File: src/rtl/lsu_mem_if.sv
// lsu_mem_if
// Load/store unit between the single-cycle core datapath and a data memory
// port that uses a req/ready handshake. It steers RV32I byte/half/word
// lanes, generates byte enables, sign- or zero-extends load data, rejects
// misaligned or illegal accesses, and stalls the core until the access
// completes.
//
// Optional feature: define LSU_TIMEOUT_EN to abort a memory access that
// waits in REQ for TIMEOUT_CYCLES counted cycles without mem_ready. The
// aborted access responds with rsp_err=1. If the macro is not defined, REQ
// waits indefinitely.
//
// Ports:
//   clk, reset            clock; asynchronous active-high reset
//   req_valid/req_we      core access request and direction (1=store)
//   req_funct3            RV32I funct3 (LB/LH/LW/LBU/LHU, SB/SH/SW)
//   req_addr/req_wdata    byte address and store data (rs2)
//   stall                 hold PC and register write this cycle
//   rsp_valid             one-cycle completion pulse
//   rsp_rdata/rsp_err     extended load data and fault flag, valid with rsp_valid
//   mem_req/mem_we        memory request and write strobe
//   mem_addr/mem_be       word address and byte enables
//   mem_wdata             lane-replicated store data
//   mem_ready/mem_rdata   memory completion and read word
module lsu_mem_if #(
  parameter int unsigned TIMEOUT_CYCLES = 255
) (
  input  logic        clk,
  input  logic        reset,
  input  logic        req_valid,
  input  logic        req_we,
  input  logic [2:0]  req_funct3,
  input  logic [31:0] req_addr,
  input  logic [31:0] req_wdata,
  output logic        stall,
  output logic        rsp_valid,
  output logic [31:0] rsp_rdata,
  output logic        rsp_err,
  output logic        mem_req,
  output logic        mem_we,
  output logic [31:0] mem_addr,
  output logic [3:0]  mem_be,
  output logic [31:0] mem_wdata,
  input  logic        mem_ready,
  input  logic [31:0] mem_rdata
);

  // Catch an out-of-range timeout setting when the design is elaborated.
  if (TIMEOUT_CYCLES < 1 || TIMEOUT_CYCLES > 65535) begin : g_bad_timeout
    $error("lsu_mem_if: TIMEOUT_CYCLES must be in 1..65535");
  end

  typedef enum logic [1:0] {
    ST_IDLE,
    ST_REQ,
    ST_RESP
  } state_e;

  state_e      state_q, state_d;
  logic [31:0] addr_q, addr_d;
  logic [1:0]  off_q, off_d;
  logic [3:0]  be_q, be_d;
  logic [31:0] wdata_q, wdata_d;
  logic        we_q, we_d;
  logic [2:0]  funct3_q, funct3_d;
  logic [31:0] rdata_q, rdata_d;
  logic        err_q, err_d;

`ifdef LSU_TIMEOUT_EN
  logic [15:0] cnt_q, cnt_d;
  logic        timeout_hit;
  assign timeout_hit = (cnt_q == 16'(TIMEOUT_CYCLES));
`endif

  logic        req_legal;
  logic        size_ok;
  logic [3:0]  req_be;
  logic [31:0] req_wdata_lane;
  logic [31:0] rdata_shifted;
  logic [31:0] load_ext;

  // Request decode. funct3[1:0] encodes the access size for loads and
  // stores. funct3[2] marks the unsigned load variants and is never legal
  // on a store. Load funct3 6 is the only case where size_ok holds but the
  // encoding is still illegal.
  always_comb begin
    size_ok        = 1'b0;
    req_be         = 4'b1111;
    req_wdata_lane = req_wdata;
    case (req_funct3[1:0])
      2'b00: begin
        size_ok        = 1'b1;
        req_be         = 4'b0001 << req_addr[1:0];
        req_wdata_lane = {4{req_wdata[7:0]}};
      end
      2'b01: begin
        size_ok        = ~req_addr[0];
        req_be         = 4'b0011 << {req_addr[1], 1'b0};
        req_wdata_lane = {2{req_wdata[15:0]}};
      end
      2'b10: begin
        size_ok        = (req_addr[1:0] == 2'b00);
        req_be         = 4'b1111;
        req_wdata_lane = req_wdata;
      end
      default: begin
        size_ok        = 1'b0;
        req_be         = 4'b1111;
        req_wdata_lane = req_wdata;
      end
    endcase
    if (req_we) begin
      req_legal = size_ok & ~req_funct3[2];
    end else begin
      req_legal = size_ok & ~(req_funct3[2] & req_funct3[1]);
    end
  end

  // Load extraction. Shift the addressed lane down to bit 0, then extend it.
  // For word loads the offset is always zero, so the shifted word is the
  // full read word.
  always_comb begin
    rdata_shifted = mem_rdata >> {off_q, 3'b000};
    case (funct3_q)
      3'b000:  load_ext = {{24{rdata_shifted[7]}}, rdata_shifted[7:0]};
      3'b001:  load_ext = {{16{rdata_shifted[15]}}, rdata_shifted[15:0]};
      3'b100:  load_ext = {24'b0, rdata_shifted[7:0]};
      3'b101:  load_ext = {16'b0, rdata_shifted[15:0]};
      default: load_ext = rdata_shifted;
    endcase
  end

  // State and datapath registers. A reset returns the FSM to IDLE at once,
  // which drops the Moore mem_* outputs in the same instant.
  always_ff @(posedge clk or posedge reset) begin
    if (reset) begin
      state_q  <= ST_IDLE;
      addr_q   <= 32'b0;
      off_q    <= 2'b0;
      be_q     <= 4'b0;
      wdata_q  <= 32'b0;
      we_q     <= 1'b0;
      funct3_q <= 3'b0;
      rdata_q  <= 32'b0;
      err_q    <= 1'b0;
`ifdef LSU_TIMEOUT_EN
      cnt_q    <= 16'b0;
`endif
    end else begin
      state_q  <= state_d;
      addr_q   <= addr_d;
      off_q    <= off_d;
      be_q     <= be_d;
      wdata_q  <= wdata_d;
      we_q     <= we_d;
      funct3_q <= funct3_d;
      rdata_q  <= rdata_d;
      err_q    <= err_d;
`ifdef LSU_TIMEOUT_EN
      cnt_q    <= cnt_d;
`endif
    end
  end

  // Next-state logic. RESP always returns to IDLE, so a request that is
  // still held high on the response cycle is not accepted twice.
  always_comb begin
    state_d  = state_q;
    addr_d   = addr_q;
    off_d    = off_q;
    be_d     = be_q;
    wdata_d  = wdata_q;
    we_d     = we_q;
    funct3_d = funct3_q;
    rdata_d  = rdata_q;
    err_d    = err_q;
`ifdef LSU_TIMEOUT_EN
    cnt_d    = cnt_q;
`endif
    case (state_q)
      ST_IDLE: begin
        if (req_valid) begin
          rdata_d = 32'b0;
          if (req_legal) begin
            addr_d   = {req_addr[31:2], 2'b00};
            off_d    = req_addr[1:0];
            be_d     = req_be;
            wdata_d  = req_wdata_lane;
            we_d     = req_we;
            funct3_d = req_funct3;
            err_d    = 1'b0;
            state_d  = ST_REQ;
`ifdef LSU_TIMEOUT_EN
            cnt_d    = 16'b0;
`endif
          end else begin
            err_d   = 1'b1;
            state_d = ST_RESP;
          end
        end
      end
      ST_REQ: begin
        // Once issued, the access always completes, even if req_valid drops.
        if (mem_ready) begin
          rdata_d = we_q ? 32'b0 : load_ext;
          err_d   = 1'b0;
          state_d = ST_RESP;
        end
`ifdef LSU_TIMEOUT_EN
        else if (timeout_hit) begin
          rdata_d = 32'b0;
          err_d   = 1'b1;
          state_d = ST_RESP;
        end else begin
          cnt_d = cnt_q + 16'd1;
        end
`endif
      end
      ST_RESP: begin
        state_d = ST_IDLE;
      end
      default: begin
        state_d = ST_IDLE;
      end
    endcase
  end

  // Outputs. Memory signals come from registers and are zero outside REQ.
  // Response signals are zero outside RESP. Stall is gated by reset so the
  // core is released immediately when reset is asserted.
  always_comb begin
    mem_req   = (state_q == ST_REQ);
    mem_we    = mem_req & we_q;
    mem_addr  = mem_req ? addr_q : 32'b0;
    mem_be    = mem_req ? be_q : 4'b0;
    mem_wdata = mem_req ? wdata_q : 32'b0;
    rsp_valid = (state_q == ST_RESP);
    rsp_rdata = rsp_valid ? rdata_q : 32'b0;
    rsp_err   = rsp_valid & err_q;
    stall     = req_valid & ~reset & (state_q != ST_RESP);
  end

endmodule

File: config.mk
export PLATFORM = sky130hd
export DESIGN_NAME = lsu_mem_if
export DESIGN_NICKNAME = d
export VERILOG_FILES = /design/src/rtl/lsu_mem_if.sv
export SDC_FILE = /design/constraint.sdc
export NUM_CORES = 1
export LEC_CHECK = 0
export ABC_AREA = 0
export BUFFER_PORTS_ARGS = -buffer_cell sky130_fd_sc_hd__buf_4
export CAP_MARGIN = 20
export CORE_AREA = 2 2 78 155
export CTS_CLUSTER_DIAMETER = 120
export CTS_CLUSTER_SIZE = 25
export DETAILED_ROUTE_END_ITERATION = 8
export DIE_AREA = 0 0 80 157
export PLACE_DENSITY = 0.8
export SLEW_MARGIN = 20
export SYNTH_ARGS = -nofsm -noshare
export SYNTH_HDL_FRONTEND = slang
export SYNTH_SLANG_ARGS = --single-unit
File: constraint.sdc
create_clock -name clk -period 3.3 [get_ports clk]
set_clock_uncertainty 0.05 [all_clocks]
set_input_delay 0 -clock clk [delete_from_list [all_inputs] [get_ports clk]]
set_output_delay 0 -clock clk [all_outputs]
set_load 0.1 [all_outputs]
* After elaboration in Yosys (flattened, before gate mapping)
Index checks and enable logic that the tools add are counted.
** Storage, ports and cells
- Register bits after elaboration :: 107
- Input port bits :: 104
** Operators by class
- Equal/unequal tests :: 10
- Shifts and indexed selects :: 3
- Muxes and demuxes :: 21
- Bitwise logic cells :: 11
- Reduce and logical (&&, ||, !) cells :: 8
** Operator list (count)
- 32-bit two-way mux :: 6
- 32-bit case mux with 2 select lines :: 2
- 32-bit case mux with 4 select lines :: 1
- 32-bit by 5-bit >> shifter with 32-bit output :: 1
- 4-bit case mux with 2 select lines :: 1
- 1-bit AND :: 7
- 3-bit == test (second input constant) :: 2
- 2-bit zero test :: 3
- 2-bit two-way mux :: 3
- 3-bit AND reduction :: 2
- 2-bit by 1-bit == test with 1-bit output (second input constant) :: 2
- 2-bit == test (second input constant) :: 2
- 1-bit two-way mux :: 4
- 4-bit two-way mux :: 1
- 2-bit != test (second input constant) :: 2
- 1-bit NOT :: 4
- 2-bit case mux with 2 select lines :: 1
- 1-bit by 2-bit << shifter with 4-bit output (first input constant) :: 1
- 2-bit by 2-bit << shifter with 4-bit output (first input constant) :: 1
- 3-bit by 1-bit == test with 1-bit output (second input constant) :: 1
- 3-bit zero test :: 1
- 1-bit case mux with 3 select lines :: 1
- 2-bit by 1-bit != test with 1-bit output (second input constant) :: 1
- 1-bit case mux with 2 select lines :: 1
- other kinds (2) :: 2

* Longest topological paths before layout
Gate-level depths: netlist of the first run.
- Word-level depth :: 7
- Gate-level depth with buffers :: 6
- Depth with buffers taken out :: 4

* Worst setup path after synthesis of the first run
OpenSTA, ideal clock, no wires.
- Path kind :: flip-flop to output port
- From :: register state_q[1]
- To :: output port stall
- Arrival time :: 3.573 ns
- Required time :: 3.250 ns
- Slack :: -0.323 ns
- Stages on the path, launching flop included :: 4
- Buffers on the path :: 1
- Cells stage by stage :: dfrtp_1 > nor2b_1 > clkbuf_1 > nor3b_1
** Between the ends
- Word-level cells in the longest chain between the ends :: 2
** Ends and longest elaborated chain
- start: declaration :: RTL line 59 : state_e state_q, state_d;
- start signal: assignment :: RTL line 150 : state_q <= state_d;
- 2-bit != test :: RTL line 240 : stall = req_valid & ~reset & (state_q != ST_RESP);
- 1-bit AND :: RTL line 240
- end: declaration :: RTL line 35 : output logic stall,
No other way between the ends.

* Final worst setup path of the first run
- From :: register state_q[0]
- To :: output port mem_wdata[15]
** Between the ends
- Word-level cells in the longest chain between the ends :: 2
** Ends and longest elaborated chain
- 2-bit by 1-bit == test with 1-bit output :: RTL line 232 : mem_req = (state_q == ST_REQ);
- 32-bit two-way mux :: RTL line 236 : mem_wdata = mem_req ? wdata_q : 32'b0;
- end: declaration :: RTL line 43 : output logic [31:0] mem_wdata,
No other way between the ends.

==> flow_metrics.py, run 1 <==
metrics = {
    "die": {
        "die_w_um": 80,
        "die_h_um": 157,
        "core.rowCount": 55,
        "die_area_sq_um": 12560,
        "ios": 209,
        "coreArea_sq_um": 11290,
        "initial_core_util_pct": 49.52,
    },
    "timing": {
        "finalCriticalPeriod_ns": 2.511,
        "finalSetupViolCount": 0,
        "fin_crit_sh_pct": 76.10,
        "fmax_mhz": 398.2,
        "relSlewSlack_pct": 37.18,
        "fin_setup_tns_ns": 0,
        "hold_violations": 0,
        "tightestPinTransition_ns": 0.9389,
        "rsz0062_at_grt": "false",
        "drv_slew": 0,
    },
    "grt": {
        "grt_use_met3_pct": 4.587,
        "grt_max_degree": 93,
        "grt_busiest_layer": "met2",
        "antenna_found_initial": 0,
        "grt_usage_pct": 28.35,
        "grtUsageMet2_pct": 53.06,
        "overflow": 0,
        "first_global_vias": 5458,
        "grt_pass1_wl_mm": 27.25,
        "gr-usage-met1_pct": 28.80,
    },
    "synth": {
        "synth_top_family_by_area": "simple AND/OR/NAND/NOR gates",
        "synth_edf_count": 0,
        "synth_area_sq_um": 5589,
        "synth_area_per_cell_sq_um": 10.31,
        "synth_simple_gate_area_share_pct": 18.89,
        "yosys_register_bits": 107,
        "synthArstFlopShare_pct": 100.0,
        "ys.flop_type": "dfrtp_1",
        "yosys_warnings": 0,
        "synth-compound-area-share_pct": 10.97,
        "muxShareOfSynthArea_pct": 18.22,
        "synthDistinctLibCells": 32,
        "ys_seq_area_share_pct": 47.91,
        "synth_fa_ha_area_share_pct": 0,
        "synth_xor_area_share_pct": 0,
        "syn_inst": 542,
    },
    "job": {
        "maxCapViolCount": 0,
    },
    "cts": {
        "clk_latency_ns": 0.34,
        "clock-sinks": 107,
        "cts_tree": "done",
        "cts.reportedPaths.clkPinSlew_ns": 0.07,
        "cts_buffers": 9,
        "root_buffer": "clkbuf_16",
        "post_cts_buffers": 0,
        "cts_htree_levels": 3,
        "clock_path_buffers": 2,
    },
    "critical_path": {
        "path_max_fanout": 40,
        "crit_required_ns": 3.25,
        "crit_path_cell_trace": "nor2b_4 -> buf_4 -> and2_1 -> buf_4",
        "path_common_cell": "buf_4",
        "critPathKind": "reg -> out",
        "end_kind": "output port",
        "critPathSlowestCell": "nor2b_4",
        "cp-start-kind": "flip-flop",
        "slowest_delay_ns": 0.67,
        "arrival_ns": 2.46,
    },
    "final_layout": {
        "layout_common_cells": "buf_4 (213), dfrtp_1 (107), and2_1 (100)",
        "fin_cells": 949,
        "mostFrequentLayoutCell": "buf_4",
        "insertedDiodeCount": 0,
        "area_growth_pct": 48.09,
        "layout.nets": 906,
        "final_layout_size_suffix_gt1_share_pct": 36.06,
    },
    "placement": {
        "gp_congestion": 0.8387,
        "place_hpwl_mm": 11.94,
        "dp.cells": 854,
        "portBuffers": 206,
    },
    "pwr": {
        "vdd_drop_max_mv": 0.4888,
        "leakage_nw": 4.037,
        "powerDensity_nw_per_um2": 595.0,
    },
    "routing": {
        "avgRoutedWirePerCell_um": 18.74,
        "ant_nets": 0,
        "drc": 0,
        "num_vias": 5224,
        "first_pass_iters": 5,
        "drt-initial-drc-count": 256,
        "via_per_inst": 5.505,
        "totalWireLength_mm": 17.79,
    },
    "hold_path": {
        "hold_path_class": "in -> reg",
    },
    "run_status": {
        "status": "complete, no violations",
    },
}
[sequential cells by signal, indices dropped and copies added, names as in the netlist]
register and count:
be_q 4, state_q 2, addr_q 30, rdata_q 32, err_q 1, off_q 2, funct3_q 3, we_q 1
wdata_q 32
[path summary, 6_finish.rpt]
| check | cells after the start | startpoint | endpoint | slack (ns) |
|---|---|---|---|---|
| worst max-delay path | 4 | state_q[0] | mem_wdata[15] | 0.79 |
| worst min-delay path | 3 | mem_rdata[19] | rdata_q[19] | 0.002 |
| worst max register to register | 4 | state_q[0] | addr_q[26] | 1.08 |
| worst min register to register | 2 | wdata_q[30] | wdata_q[30] | 0.42 |
| max in group asynchronous | 4 | reset | addr_q[12] | 2.09 |
| min in group asynchronous | 3 | reset | wdata_q[21] | 0.33 |
[layer usage]
layer  part of all wire (%)  vias up
li1                       -     2373
met1                     33     2573
met2                     56      213
met3                    4.8       65
met4                    5.3        0
met5                      0        -
[logic make-up after synthesis]
kind of cell,count (synthesis)
buffers and inverters,48
and+or+nand+nor,192
other,1
AOI/OAI and AO/OA,101
muxes,93
DFF,107
[critical path: cells and delay by family (launching register included)]
family | cells | cell delay (ns)
DFF | 1 | 0.50
and+or+nand+nor | 2 | 0.90
buffers and inverters | 2 | 0.71
[report_power, final]
group | internal [mW] | total [mW] | leakage [nW] | switching (mW)
combinational | 0.706 | 1.96 | 2.55 | 1.26
sequential | 1.67 | 1.92 | 1.35 | 0.252
clock | 0.543 | 1.04 | 0.137 | 0.497
[metrics by stage]
step | area, sq um | total power [mW] | utilization (%) | hold WS (ns) | worst slack (ns)
final | 8277 | 4.924 | 73.34 | 0.002264 | 0.7887
after global routing | 8277 | 5.147 | 73.34 | 0.01343 | 0.6691
after CTS | 8269 | 4.916 | 73.27 | 0.004372 | 0.8446
after detailed placement | 7193 | 3.797 | 63.74 | 0.1864 | 1.106
after global placement | 7193 | 3.718 | 63.74 | 0.1820 | 1.174
after floorplan | 5598 | 3.299 | - | 0.09498 | 0.4328
[timing repair]
action                     CTS  global route
resized for setup            0             0
hold endpoints to repair   170             0
setup endpoints to repair    0             0
hold buffers                79             0
[Yosys cell counts (all sizes together), types with 2 or more instances]
master | instances | area, sq um
nand2 | 48 | 180.2
mux2 | 50 | 563.0
clkbuf | 25 | 93.84
a21oi | 25 | 125.1
or2 | 2 | 12.51
mux4 | 2 | 45.04
nand3b | 9 | 67.56
buf | 19 | 111.4
mux2i | 41 | 410.4
and2 | 100 | 625.6
a221o | 16 | 160.2
nor2b | 3 | 18.77
o21ai | 55 | 275.3
dfrtp | 107 | 2678
nor3b | 4 | 40.03
inv | 4 | 15.01
nor2 | 22 | 82.58
[layout make-up]
class	instances	area, sq um
repair buffers	292	2390
fillers	824	3009
clock buffers	11	242.7
clock inverters	5	42.54
well taps	142	177.7
flip-flops and latches	107	2678
multi-input cells	388	2726
inverters	4	20.02
Power figures use the tool's default switching activity.
==> run 2, diff against run 1 <==
Settings changed: CORE_AREA 2 2 78 155 to 2 2 82 163, DIE_AREA 0 0 80 157 to 0 0 84 165, PLACE_DENSITY 0.8 to 0.76.
Clock period 3.3 ns to 2 ns, I/O delays scaled along.
==> run 2 against run 1 <==
  * Setup slack got worse by 0.72 ns
  * Global-route usage fell by 3.0 points
  * Sequential power rose by 61%
  * Register-to-register slack got worse by 0.92 ns
  * Worst hold slack improved by 0.012 ns
  * Clock power rose by 73%
  * Count of clock-buffer cells in the layout fell by 2
  * Largest cell class unchanged
  * Cell count rose by 2.1%
  * Critical path depth did not move
  * Die area rose by 10%
  * Design area rose by 2.2%
==> flow_metrics.py, run 2 (synthesis results as in run 1) <==
metrics = {
    "die": {
        "ios": 209,
        "die_h_um": 165,
        "core.rowCount": 58,
        "die_w_um": 84,
        "coreArea_sq_um": 12550,
        "die_area_sq_um": 13860,
        "initial_core_util_pct": 44.52,
    },
    "final_layout": {
        "area_growth_pct": 51.40,
        "top_regs": "rdata_q x32, wdata_q x32, addr_q x30",
        "layout_common_cells": "buf_4 (218), dfrtp_1 (107), and2_1 (83)",
        "final_util_pct": 67.40,
        "final_layout_size_suffix_gt1_share_pct": 39.00,
        "mostFrequentLayoutCell": "buf_4",
        "multi_input_comb_area_sq_um": 2749,
        "regArea_sq_um": 2678,
        "fin_area_sq_um": 8462,
        "nFillCells": 920,
        "layout.nets": 917,
    },
    "critical_path": {
        "path_max_fanout": 66,
        "arrival_ns": 1.88,
        "crit_required_ns": 1.95,
        "reg2reg_from": "state_q[0]",
        "critPathKind": "reg -> out",
        "end_kind": "output port",
        "cp-startpoint": "state_q[0]",
        "r2r_end": "addr_q[31]",
        "cp-start-kind": "flip-flop",
        "cp-endpoint": "mem_wdata[28]",
        "reg2reg_slack_ns": 0.16,
        "rr_worst_depth": 4,
    },
    "grt": {
        "antenna_found_initial": 1,
        "first_global_vias": 5481,
        "overflow": 0,
        "grt_usage_pct": 25.31,
        "grt_max_degree": 67,
        "grt_pass1_wl_mm": 27.80,
    },
    "routing": {
        "totalWireLength_mm": 17.68,
        "drc": 0,
        "wl_met3_um": 851,
        "drt-initial-drc-count": 264,
        "wl_met2_mm": 9.911,
        "num_vias": 5097,
        "avgRoutedWirePerCell_um": 18.25,
        "ant_nets": 0,
        "first_pass_iters": 4,
        "top_layer": "met4",
        "met1_length_mm": 6.069,
        "via_per_inst": 5.260,
    },
    "placement": {
        "dp_slack_ns": 0.1659,
        "place_hpwl_mm": 12.04,
        "portBuffers": 206,
        "dpl_cell_area_sq_um": 7343,
        "gp_congestion": 0.8760,
    },
    "timing": {
        "relSlewSlack_pct": 46.22,
        "drv_slew": 0,
        "fin_setup_tns_ns": 0,
        "tightestPinTransition_ns": 0.8051,
        "finalCriticalPeriod_ns": 1.932,
        "rsz0062_at_grt": "false",
        "finalSetupViolCount": 0,
        "layout_setup_ws_ns": 0.06837,
        "hold_violations": 0,
        "fin_crit_sh_pct": 96.58,
        "fmax_mhz": 517.7,
    },
    "pwr": {
        "powerDensity_nw_per_um2": 969.3,
        "vdd_drop_max_mv": 0.7006,
        "power_mw": 8.202,
        "leakage_nw": 4.128,
    },
    "job": {
        "maxCapViolCount": 0,
    },
    "cts": {
        "cts_buffers": 9,
        "clk_latency_ns": 0.35,
        "cts.reportedPaths.clkPinSlew_ns": 0.08,
        "root_buffer": "clkbuf_16",
        "cts_tree": "done",
        "post_cts_buffers": 0,
        "clock_path_buffers": 2,
        "clock-sinks": 107,
        "cts_htree_levels": 3,
    },
    "hold_path": {
        "hp-start": "mem_rdata[19]",
        "hold_path_class": "in -> reg",
        "hold_depth": 3,
    },
    "run_status": {
        "status": "complete, no violations",
    },
}
[run 2: worst min-delay path by stage]
stage / end
floorplan: rdata_q[24]
global placement: addr_q[29]
detailed placement: addr_q[30]
CTS: rdata_q[22]
global route: rdata_q[19]
finish: rdata_q[19]
[run 2: repair_timing]
action	CTS	global route
endpoints found under the hold margin	115	0
hold buffers	81	0
setup endpoints to repair	0	14
resized for setup	0	1
[run 2: cell type report]
type                       instances  area share [%]
clock inverter                     7          0.8724
timing repair buffer             303           29.87
clock buffer                       9           2.662
multi-input combinational        388           32.49
inverter                           4          0.2218
tap                              150           2.218
antenna                            1         0.02957
sequential                       107           31.64
[run 2: power breakdown]
group,internal (mW),switching [mW]
Combinational,1.21,2.10
Clock,0.891,0.907
Sequential,2.76,0.339
[run 2: stage by stage]
| step | std cells | hold WS, ns |
|---|---|---|
| global placement | 871 | 0.1374 |
| floorplan | 543 | 0.09498 |
| global route | 969 | 0.008978 |
| CTS | 968 | 0.0006565 |
| detailed placement | 871 | 0.1572 |
| finish | 969 | 0.01456 |
[run 2: worst max-delay path: stages, from the launching register on]
cell and delay, ns:
dfrtp_1 0.46, nor2b_4 0.24, buf_12 0.25, and2_2 0.24
buf_4 0.30
[run 2: metal layers]
metal	vias to the layer above	GRT usage, %
li1	2395	-
met4	0	14.37
met2	197	47.05
met3	51	4.748
met5	-	0
met1	2454	26.27
